--- src/rtl/uart_pkg.sv ---
// Shared UART definitions: frame constants and transmit FSM state encoding.
package uart_pkg;

  localparam int unsigned UART_DATA_BITS      = 8;
  localparam int unsigned UART_STOP_BITS      = 1;
  localparam int unsigned UART_CLOCKS_PER_BIT = 5000;
  localparam int unsigned UART_IDX_W          = $clog2(UART_DATA_BITS);

  typedef enum logic [1:0] {
    IDLE  = 2'd0,
    START = 2'd1,
    DATA  = 2'd2,
    STOP  = 2'd3
  } uart_tx_state_e;

endpackage

--- src/rtl/uart_bit_timer.sv ---
// Bit-period timer: strobes bit_end on the last clock of each bit.
// Held at zero while restart is high, so each frame starts phase-aligned.
module uart_bit_timer
  import uart_pkg::*;
#(
  parameter int unsigned CLOCKS_PER_BIT = UART_CLOCKS_PER_BIT
) (
  input  logic clk,
  input  logic reset,
  input  logic restart,
  input  logic enable,
  output logic bit_end
);

  localparam int unsigned CNT_W = (CLOCKS_PER_BIT > 1) ? $clog2(CLOCKS_PER_BIT) : 1;

  logic [CNT_W-1:0] cnt;

  // Strobe on the final count of the bit.
  assign bit_end = enable && !restart && (cnt == CNT_W'(CLOCKS_PER_BIT - 1));

  // Count only while enabled; wrap at the bit end.
  always_ff @(posedge clk) begin
    if (reset || restart) begin
      cnt <= '0;
    end else if (enable) begin
      cnt <= bit_end ? '0 : cnt + CNT_W'(1);
    end
  end

endmodule

--- src/rtl/uart_tx_arbiter.sv ---
// Two-requester round-robin front end for a single 8N1 serial transmitter.
module uart_tx_arbiter
  import uart_pkg::*;
#(
  parameter int unsigned CLOCKS_PER_BIT = UART_CLOCKS_PER_BIT
) (
  input  logic       clk,
  input  logic       reset,
  input  logic       req0_valid,
  input  logic [7:0] req0_data,
  output logic       req0_ready,
  input  logic       req1_valid,
  input  logic [7:0] req1_data,
  output logic       req1_ready,
  output logic       tx,
  output logic       busy,
  output logic       grant_id
);

  uart_tx_state_e               state, state_n;
  logic [UART_DATA_BITS-1:0]    shift_q, shift_n;
  logic [UART_IDX_W-1:0]        idx_q, idx_n;
  logic                         last_q, last_n;
  logic                         grant_q, grant_n;
  logic                         tx_q, tx_n;
  logic                         busy_q;
  logic                         gnt_sel;
  logic                         in_idle;
  logic                         xfer;
  logic                         bit_end;

  // Round-robin pick: both valid goes to the one not served last.
  assign gnt_sel = (req0_valid && req1_valid) ? !last_q : req1_valid;
  assign in_idle = (state == IDLE) && !reset;

  // Ready only in IDLE, only to the granted requester that is asking.
  assign req0_ready = in_idle && req0_valid && !gnt_sel;
  assign req1_ready = in_idle && req1_valid && gnt_sel;
  assign xfer       = req0_ready || req1_ready;

  uart_bit_timer #(
    .CLOCKS_PER_BIT (CLOCKS_PER_BIT)
  ) u_bit_timer (
    .clk     (clk),
    .reset   (reset),
    .restart (state == IDLE),
    .enable  (state != IDLE),
    .bit_end (bit_end)
  );

  // Next-state, shift register, arbitration bookkeeping and next line level.
  always_comb begin
    state_n = state;
    shift_n = shift_q;
    idx_n   = idx_q;
    last_n  = last_q;
    grant_n = grant_q;
    tx_n    = 1'b1;

    unique case (state)
      IDLE: begin
        if (xfer) begin
          shift_n = gnt_sel ? req1_data : req0_data;
          grant_n = gnt_sel;
          last_n  = gnt_sel;
          idx_n   = '0;
          state_n = START;
        end
      end
      START: begin
        if (bit_end) begin
          idx_n   = '0;
          state_n = DATA;
        end
      end
      DATA: begin
        if (bit_end) begin
          shift_n = shift_q >> 1;
          if (idx_q == UART_IDX_W'(UART_DATA_BITS - 1)) begin
            state_n = STOP;
          end else begin
            idx_n = idx_q + UART_IDX_W'(1);
          end
        end
      end
      STOP: begin
        if (bit_end) begin
          state_n = IDLE;
        end
      end
      default: state_n = IDLE;
    endcase

    // Line level follows the state being entered so tx lines up with it.
    unique case (state_n)
      START:   tx_n = 1'b0;
      DATA:    tx_n = shift_n[0];
      default: tx_n = 1'b1;
    endcase
  end

  // State and output registers; reset abandons any frame in flight.
  always_ff @(posedge clk) begin
    if (reset) begin
      state   <= IDLE;
      shift_q <= '0;
      idx_q   <= '0;
      last_q  <= 1'b1;
      grant_q <= 1'b0;
      tx_q    <= 1'b1;
      busy_q  <= 1'b0;
    end else begin
      state   <= state_n;
      shift_q <= shift_n;
      idx_q   <= idx_n;
      last_q  <= last_n;
      grant_q <= grant_n;
      tx_q    <= tx_n;
      busy_q  <= (state_n != IDLE);
    end
  end

  assign tx       = tx_q;
  assign busy     = busy_q;
  assign grant_id = grant_q;

endmodule
--- config.mk ---
export PLATFORM = sky130hd
export DESIGN_NAME = uart_tx_arbiter
export DESIGN_NICKNAME = d
export VERILOG_FILES = /design/src/rtl/uart_pkg.sv /design/src/rtl/uart_bit_timer.sv /design/src/rtl/uart_tx_arbiter.sv
export SDC_FILE = /design/constraint.sdc
export NUM_CORES = 1
export LEC_CHECK = 0
export CAP_MARGIN = 30
export CORE_AREA = 2 2 65 67
export DETAILED_ROUTE_END_ITERATION = 16
export DIE_AREA = 0 0 67 69
export GPL_ROUTABILITY_DRIVEN = 1
export PLACE_DENSITY_LB_ADDON = 0.25
export SYNTH_ARGS = -nofsm -noshare
export SYNTH_HDL_FRONTEND = slang
export SYNTH_SLANG_ARGS = --single-unit
--- constraint.sdc ---
create_clock -name clk -period 2.39 [get_ports clk]
set_input_delay 0.239 -clock clk [delete_from_list [all_inputs] [get_ports clk]]
set_output_delay 0.239 -clock clk [all_outputs]
set_load 0.05 [all_outputs]
==> summary.txt <==
worst-case clock buffer depth -> 2
root buf cell -> clkbuf_8
Synth Flop Type -> dfxtp_1
count leader, synth -> nor2_1
sequence of cells on the critical path -> nor4b_1 -> nand3_1 -> mux2_4 -> a2111oi_4 -> a21oi_1
setup TNS -> 0 ns
global-route wire length before repair -> 5720 um
antenna violations before repair -> 0
relative slew slack -> 66.0%
ratio of cells with drive above 1 in the final layout -> 16.6%
Post-synth EDFFs -> 0
setup repair bufs after CTS -> 0
Layout Skew -> 0.00630 ns
P_sw -> 0.000272 W
CP Class -> reg2reg
max-cap violations -> 0
unrepaired setup endpoints after global routing -> no
Reg power frac -> 48.2%
via count -> 1292
LEAKAGE -> 0.675 nW
most frequent cells after synthesis -> nor2_1 (32), dfxtp_1 (30), nand2_1 (11)
post-placement cell count -> 229
standard-cell rows -> 23
num ports -> 25
Layout area overhead -> 21.8%
number of synthesized register bits -> 30
DR pass1 iterations -> 4
Least-Margin Pin Slew -> 0.508 ns
Starting DRT DRC Count -> 94
startpoint types -> register
fin nets -> 209
Final Instance Area -> 1900 sq um
worst-path fanout max -> 6
Mean Syn Cell Area -> 9.77 sq um
Worst IR Drop VDD -> 0.000415 V
pwr dens -> 579 nW/um^2
dpl cell area -> 1810 sq um
Detail Route Antenna Nets -> 0
final WL -> 3290 um
number of setup violations in the final report -> 0
Comb pwr share -> 14.6%
Slew Limit Fails -> 0
outcome -> completed
sequential-to-total area share from yosys stat -> 38.4%
core area -> 3910 sq um
Residual DRC -> 0
Switching Share -> 24.7%
final cell count without fillers -> 237
Syn Inst Count -> 160
vias in the first global route -> 1272
crit-path leading delay family -> simple AND/OR/NAND/NOR gates
Initial Util -> 39.9%
die height -> 69 um
CTS H-tree lvls -> 2
GP Congestion -> 0.823
endpoints failing hold -> 0
crit-path max cell delay -> 0.45 ns
Final period util -> 87.3%
Congestion Overflow GR -> 0
Final Core Density -> 48.6%
n_diodes -> 0
worst setup margin -> 0.304 ns
largest net degree at the start of global routing -> 21
die area -> 4620 sq um
ranking of synthesized cells by area -> dfxtp_1 (38%), nor2_1 (7.7%), mux2_2 (5.0%), xnor2_1 (3.9%), a222oi_1 (3.8%)
IO buf count -> 24
Final min period -> 2.09 ns
fmax -> 479 MHz
WP data arrival -> 2.24 ns
vias per cell -> 5.45
syn nets -> 183
# fillers -> 392
Synth area leader -> dfxtp_1
Critical Path End Type -> register
All-Layer GR Usage -> 15.6%
Bufs and invs on worst path -> 0
CTS buffer count -> 5
latest clock arrival within the worst-skew pair -> 0.28 ns
Hold Path Class -> reg2reg
post_cts resized -> 0
Clock Sink Count -> 30
Internal -> 0.000830 W
yosys warns -> 0
Synth top area share -> 38.4%
hold_buf cts -> 0
Required @ worst endpoint -> 2.55 ns
post-DR wirelength/cell -> 13.9 um
clock group share of total power -> 37.3%
Final HPWL DP -> 2450 um
asr flop ratio synth -> 0%
CTS tree -> built
DP Worst Slack -> 0.356 ns
CP max-delay cell -> nor4b_1
Die X -> 67 um
Netlist Area Pre-Place -> 1560 sq um
clock slew at reported path FFs -> 0.06 ns
Yosys cell types -> 48
## area by class of cell
class                           count  area [sq um]  area share (%)
Clock inverter                      1          5.00           0.263
Timing Repair Buffer               26           263            13.8
Multi-Input combinational cell    122           882            46.4
Inverter                            1          3.75           0.197
Clock buffer                        7          86.3            4.54
Sequential cell                    30           601            31.6
Tap cell                           50          62.6            3.29
## power by group through the flow
stage | combinational [W] | sequential (W) | clock [W]
after CTS | 0.000162 | 0.000531 | 0.000427
after floorplan | 0.0000983 | 0.000552 | 0
after global placement | 0.000158 | 0.000542 | 0
after detailed placement | 0.000161 | 0.000542 | 0
after global routing | 0.000174 | 0.000533 | 0.000447
final | 0.000161 | 0.000531 | 0.000411
## layer usage
metal | GRT usage, % | part of all wire (%)
met1 | 19.8 | 46
met5 | 0 | 0
met4 | 4.99 | 1.3
met2 | 25.1 | 49
met3 | 4.57 | 4.2
## sequential cells by signal (all words and copies together) (netlist names)
name / cells
u_bit_timer.cnt: 13
shift_q: 8
idx_q: 3
state: 2
busy: 1
grant_id: 1
last_q: 1
tx: 1
## per-stage QoR
stage | hold WS, ns | power, W
5_1_grt | 0.506 | 0.00115
2_1_floorplan | 0.430 | 0.000650
3_5_place_dp | 0.451 | 0.000702
6_report | 0.457 | 0.00110
4_1_cts | 0.465 | 0.00112
3_3_place_gp | 0.445 | 0.000699
## logic make-up after synthesis
family,after synthesis,share of synthesized area (%)
mux,9,6.65
flops,30,38.4
fa+ha+maj,3,2.40
simple gates,72,26.0
xor+xnor,12,6.73
compound gates,26,14.7
buf+inv,8,5.12
## worst register-to-register path: stages, from the launching register on
cell and delay (ns):
dfxtp_1 0.36, nor4b_1 0.45, nand3_1 0.27, mux2_4 0.38, a2111oi_4 0.38, a21oi_1 0.12
## layout by cell type, fill, tap and decap left out, drive strengths merged, types with 2 or more instances in the layout
master,instances
clkdlybuf4s50,22
xnor2,7
nand2,11
and3,4
ha,3
clkbuf,7
o2111ai,3
nor4,3
nor3,3
mux2,8
nand3,2
a222oi,6
nor2,32
a21oi,5
a22oi,2
buf,4
dfxtp,30
nor2b,4
o21ai,2
xor2,5
## worst paths after layout
| check | cells past startpoint | to | startpoint | slack, ns |
|---|---|---|---|---|
| worst max-delay path | 5 | tx$_SDFF_PP1_ | u_bit_timer.cnt[5]$_SDFFE_PP0N_ | 0.30 |
| worst min-delay path | 1 | u_bit_timer.cnt[0]$_SDFFE_PP0N_ | u_bit_timer.cnt[0]$_SDFFE_PP0N_ | 0.46 |
| worst max register to register | 5 | tx$_SDFF_PP1_ | u_bit_timer.cnt[5]$_SDFFE_PP0N_ | 0.30 |
| worst min register to register | 1 | u_bit_timer.cnt[0]$_SDFFE_PP0N_ | u_bit_timer.cnt[0]$_SDFFE_PP0N_ | 0.46 |
Note: power is estimated with default switching activity, not from simulation.
==> RTL change 1, RTL diff (same settings) <==
Change the package constant `UART_CLOCKS_PER_BIT` from 5000 to 20000.
--- a/src/rtl/uart_pkg.sv
+++ b/src/rtl/uart_pkg.sv
@@ -5,3 +5,3 @@
   localparam int unsigned UART_STOP_BITS      = 1;
-  localparam int unsigned UART_CLOCKS_PER_BIT = 5000;
+  localparam int unsigned UART_CLOCKS_PER_BIT = 20000;
   localparam int unsigned UART_IDX_W          = $clog2(UART_DATA_BITS);
Behaviour: no difference found for any inputs over 10 cycles, from zero or initial values and one cycle with reset high; that may be too few to reach the edited logic, so the function may still have changed.
==> RTL change 1 against the original RTL <==
- critical endpoint is now req1_ready
- via count increased by 6.1%
- area after synthesis increased by 0.40%
- die area unchanged
- sequential cell count increased by 2
- total power increased by 17%
- worst setup slack improved by 0.085 ns
- final area increased by 4.1%
- maximum frequency increased by 4.2%
- wire length decreased by 3.1%
- cell count increased by 10%
==> RTL change 1: results <==
[run_status]
status = "completed"

[clock_network]
cts_buffers = 5
cts_resized = 0
path_clk_slew_ns = 0.07
h-tree-depth = 2
cts_max_path_buffers = 2
cts_setup_buffers = 0

[setup_path]
r2r_slack_ns = 0.51
crit_path_max_fanout = 12
reg2reg_depth = 6
rr_endpoint = "idx_q[0]$_SDFFE_PP0P_"
cp.arrival_ns = 1.76
r2r-start = "u_bit_timer.cnt[0]$_SDFFE_PP0N_"

[placed_design]
place.gp.congestion = 0.740
place_area_um2 = 1860
portBuffers = 24
dpl.hpwl_um = 2250
placed_cells = 253
pre_cts_ws_ns = 0.320

[timing]
relSlewSlack_pct = 51.7
skew_ns = 0.00814
finalCritPeriodShare_pct = 83.7
fin_ws_ns = 0.389

[detailed_routing]
wl_per_cell_um = 12.2
drtPass1Iterations = 4
first_iter_violations = 61
vias = 1371

[global_routing]
grt_max_degree = 22
grtUsageMet3_pct = 5.22
met2_usage_pct = 24.8
gr-usage-all-layers_pct = 15.1
met1_usage_pct = 17.2
grt_pass1_vias = 1244
antenna_found_initial = 0
grt_pass1_wl_um = 5350

[finish]
largestRegisters = "u_bit_timer.cnt (15), shift_q (8), idx_q (3)"
fill_cells = 381
final_nets = 233
diodes = 0
drive_above_1_share_pct = 9.95
finalNonFillerCells = 261

[min_path]
holdCritStartpoint = "u_bit_timer.cnt[0]$_SDFFE_PP0N_"
hp-class = "flop to flop"

[synthesis]
syn_nets = 210
synth_cell_type_count = 44
yosysSeqAreaShare_pct = 40.8
avgSynthCellArea_um2 = 8.39
synth_common_cells = "dfxtp_1 (32), nor2_1 (28), nand2_1 (24), a21oi_1 (15), xor2_1 (8)"
synthTopCellsByArea = "dfxtp_1 (41%), nor2_1 (6.7%), nand2_1 (5.7%)"

[pwr]
leakage_nw = 0.707
peakVddDrop_uv = 413
## RTL change 1: changes by cell type in the layout (fill, tap and decap cells not counted), sizes merged, moves of 3 or more
cell    before  now
a21oi        5   17
mux2         8    1
a221oi       0    6
nor2        32   28
nand2       11   24
o21ai        2    7
xor2         5    8
xnor2        7    4
inv          1    4
a222oi       6    0
## RTL change 1: per-stage QoR
stage / power (W) / hold slack (ns)
after floorplan: 0.000670 / 0.417
after global placement: 0.000736 / 0.430
after detailed placement: 0.000736 / 0.440
after CTS: 0.00131 / 0.454
after global routing: 0.00135 / 0.484
final: 0.00129 / 0.446
## RTL change 1: logic make-up after synthesis
group / share of synthesized area, %
mux: 0.718
flops: 40.8
fa+ha+maj: 2.39
buf+inv: 4.70
xor+xnor: 6.70
simple gates: 24.5
compound gates: 20.2
## RTL change 1: where the power goes
part | leakage, nW | switching, W | internal [W]
clock | 0.0645 | 0.000199 | 0.000368
combinational | 0.383 | 0.0000836 | 0.0000751
sequential | 0.260 | 0.0000137 | 0.000551
## RTL change 1: worst max path at each step
stage	startpoint	to	slack, ns	cells past startpoint
after floorplan	state[1]$_SDFF_PP0_	req1_ready	0.30	4
after global placement	req1_valid	tx$_SDFF_PP1_	0.35	6
after detailed placement	req1_valid	tx$_SDFF_PP1_	0.32	6
after CTS	state[1]$_SDFF_PP0_	req1_ready	0.35	4
after global routing	state[1]$_SDFF_PP0_	req1_ready	0.25	4
final	state[1]$_SDFF_PP0_	req1_ready	0.39	4
## RTL change 1: critical path, stage by stage (launching register included)
cell and delay (ns):
dfxtp_1 0.43, nor2_1 0.36, inv_1 0.16, nor3_1 0.33, buf_12 0.19
## RTL change 1: final cells by class
type / instances / area (µm²) / share of cell area [%]
multi-input cells: 140 / 855 / 43.1
flip-flops and latches: 32 / 641 / 32.3
repair buffers: 27 / 283 / 14.3
clock buffers: 7 / 96.3 / 4.86
well taps: 50 / 62.6 / 3.16
clock inverters: 1 / 30.0 / 1.52
inverters: 4 / 15.0 / 0.758
## RTL change 1: layer usage
layer	share of wire (%)	up-vias
met1	46	642
met2	47	20
met5	0	-
li1	-	703
met4	1.9	0
met3	4.7	6
==> RTL change 2, RTL diff (same flow settings) <==
Without the edit above. The 4 states of `uart_tx_state_e` get a one-hot encoding in 4 bits.
--- a/src/rtl/uart_pkg.sv
+++ b/src/rtl/uart_pkg.sv
@@ -8,7 +8,7 @@
 
-  typedef enum logic [1:0] {
-    IDLE  = 2'd0,
-    START = 2'd1,
-    DATA  = 2'd2,
-    STOP  = 2'd3
+  typedef enum logic [3:0] {
+    IDLE  = 4'b0001,
+    START = 4'b0010,
+    DATA  = 4'b0100,
+    STOP  = 4'b1000
   } uart_tx_state_e;
Function: same outputs for any inputs over 10 cycles, from zero or initial values and one cycle with reset high; not proved beyond that.
==> RTL change 2 against the original RTL <==
- critical path depth fell by 2
- cell count up 5.1%
- worst setup slack got worse by 0.11 ns
- wire length decreased by 6.8%
- critical path type is now flop to output port
- total power grew 22%
- largest cell class unchanged
- area after synthesis shrank 0.72%
- sequential cell count grew 2
- final area grew 3.6%
- global-route usage down 0.84 points
- critical endpoint is now req0_ready
==> RTL change 2: results <==
[pwr]
peakVddDrop_uv = 335

[timing]
fmaxAchievable_ghz = 0.455
hold_slack_ns = 0.448
relSlewSlack_pct = 56.9
skew_ns = 0.00494

[setup_path]
slowest_delay_ns = 0.57
cp.arrival_ns = 1.96
crit_path_max_fanout = 8
slowest_stage = "or4b_1"

[finish]
finalNonFillerCells = 249
final_nets = 222
drive_above_1_share_pct = 12.6

[synthesis]
yosysSeqAreaShare_pct = 41.3
synth_common_cells = "dfxtp_1 (32), nor2_1 (32), mux2i_1 (9), a21oi_1 (7), nand2_1 (7)"
synthTopCellsByArea = "dfxtp_1 (41%), nor2_1 (7.7%), mux2i_1 (5.8%)"
avgSynthCellArea_um2 = 9.13
synth_cell_type_count = 42
syn_nets = 193

[placed_design]
placed_cells = 242
place.gp.congestion = 0.829

[global_routing]
grt_pass1_wl_um = 5390
gr-usage-all-layers_pct = 14.8
grt_pass1_vias = 1248
grt_max_degree = 14

[detailed_routing]
first_iter_violations = 42
vias_per_cell = 5.28
wl_per_cell_um = 12.3

[run_status]
status = "completed"
==> RTL change 2: final timing paths <==
check | start | to | cells after the start
max | state[0]$_SDFF_PP1_ | req0_ready | 3
min | u_bit_timer.cnt[0]$_SDFFE_PP0P_ | u_bit_timer.cnt[0]$_SDFFE_PP0P_ | 1
max reg2reg | state[0]$_SDFF_PP1_ | tx$_SDFF_PP1_ | 4
min reg2reg | u_bit_timer.cnt[0]$_SDFFE_PP0P_ | u_bit_timer.cnt[0]$_SDFFE_PP0P_ | 1
==> RTL change 2: kinds of logic (layout without fill, tap and decap cells) <==
kind of cell               count (synthesis)  count (layout)  share of synthesized area [%]
adders and majority gates                  3               3                           2.42
xor gates and xnor gates                   9               9                           5.08
and+or+nand+nor                           73              73                           26.8
muxes                                      9               9                           5.81
AOI/OAI and AO/OA                         31              31                           14.4
buffers and inverters                     13              42                           4.27
DFF                                       32              32                           41.3
==> RTL change 2: power breakdown <==
part	switching (W)	total, W	internal (W)
logic	0.000175	0.000313	0.000138
registers	0.0000285	0.000601	0.000573
clock network	0.000177	0.000433	0.000256
==> RTL change 2: final cells by class <==
type	count	area [µm²]
timing repair buffer	29	298
inverter	6	22.5
fill	391	1940
sequential	32	641
multi-input combinational	125	851
clock buffer	7	96.3
tap	50	62.6
==> RTL change 2: through the flow <==
step           cell area, µm²  setup slack, ns
2_1_floorplan            1560           0.0238
3_3_place_gp             1870            0.354
3_5_place_dp             1870            0.259
4_1_cts                  1970            0.162
5_1_grt                  1970           0.0197
6_report                 1970            0.192
==> RTL change 2: metal layers <==
metal	routed length, µm	GRT usage [%]
met5	0	0
met4	53	4.76
met2	1500	24.1
met3	126	5.06
met1	1390	17.9
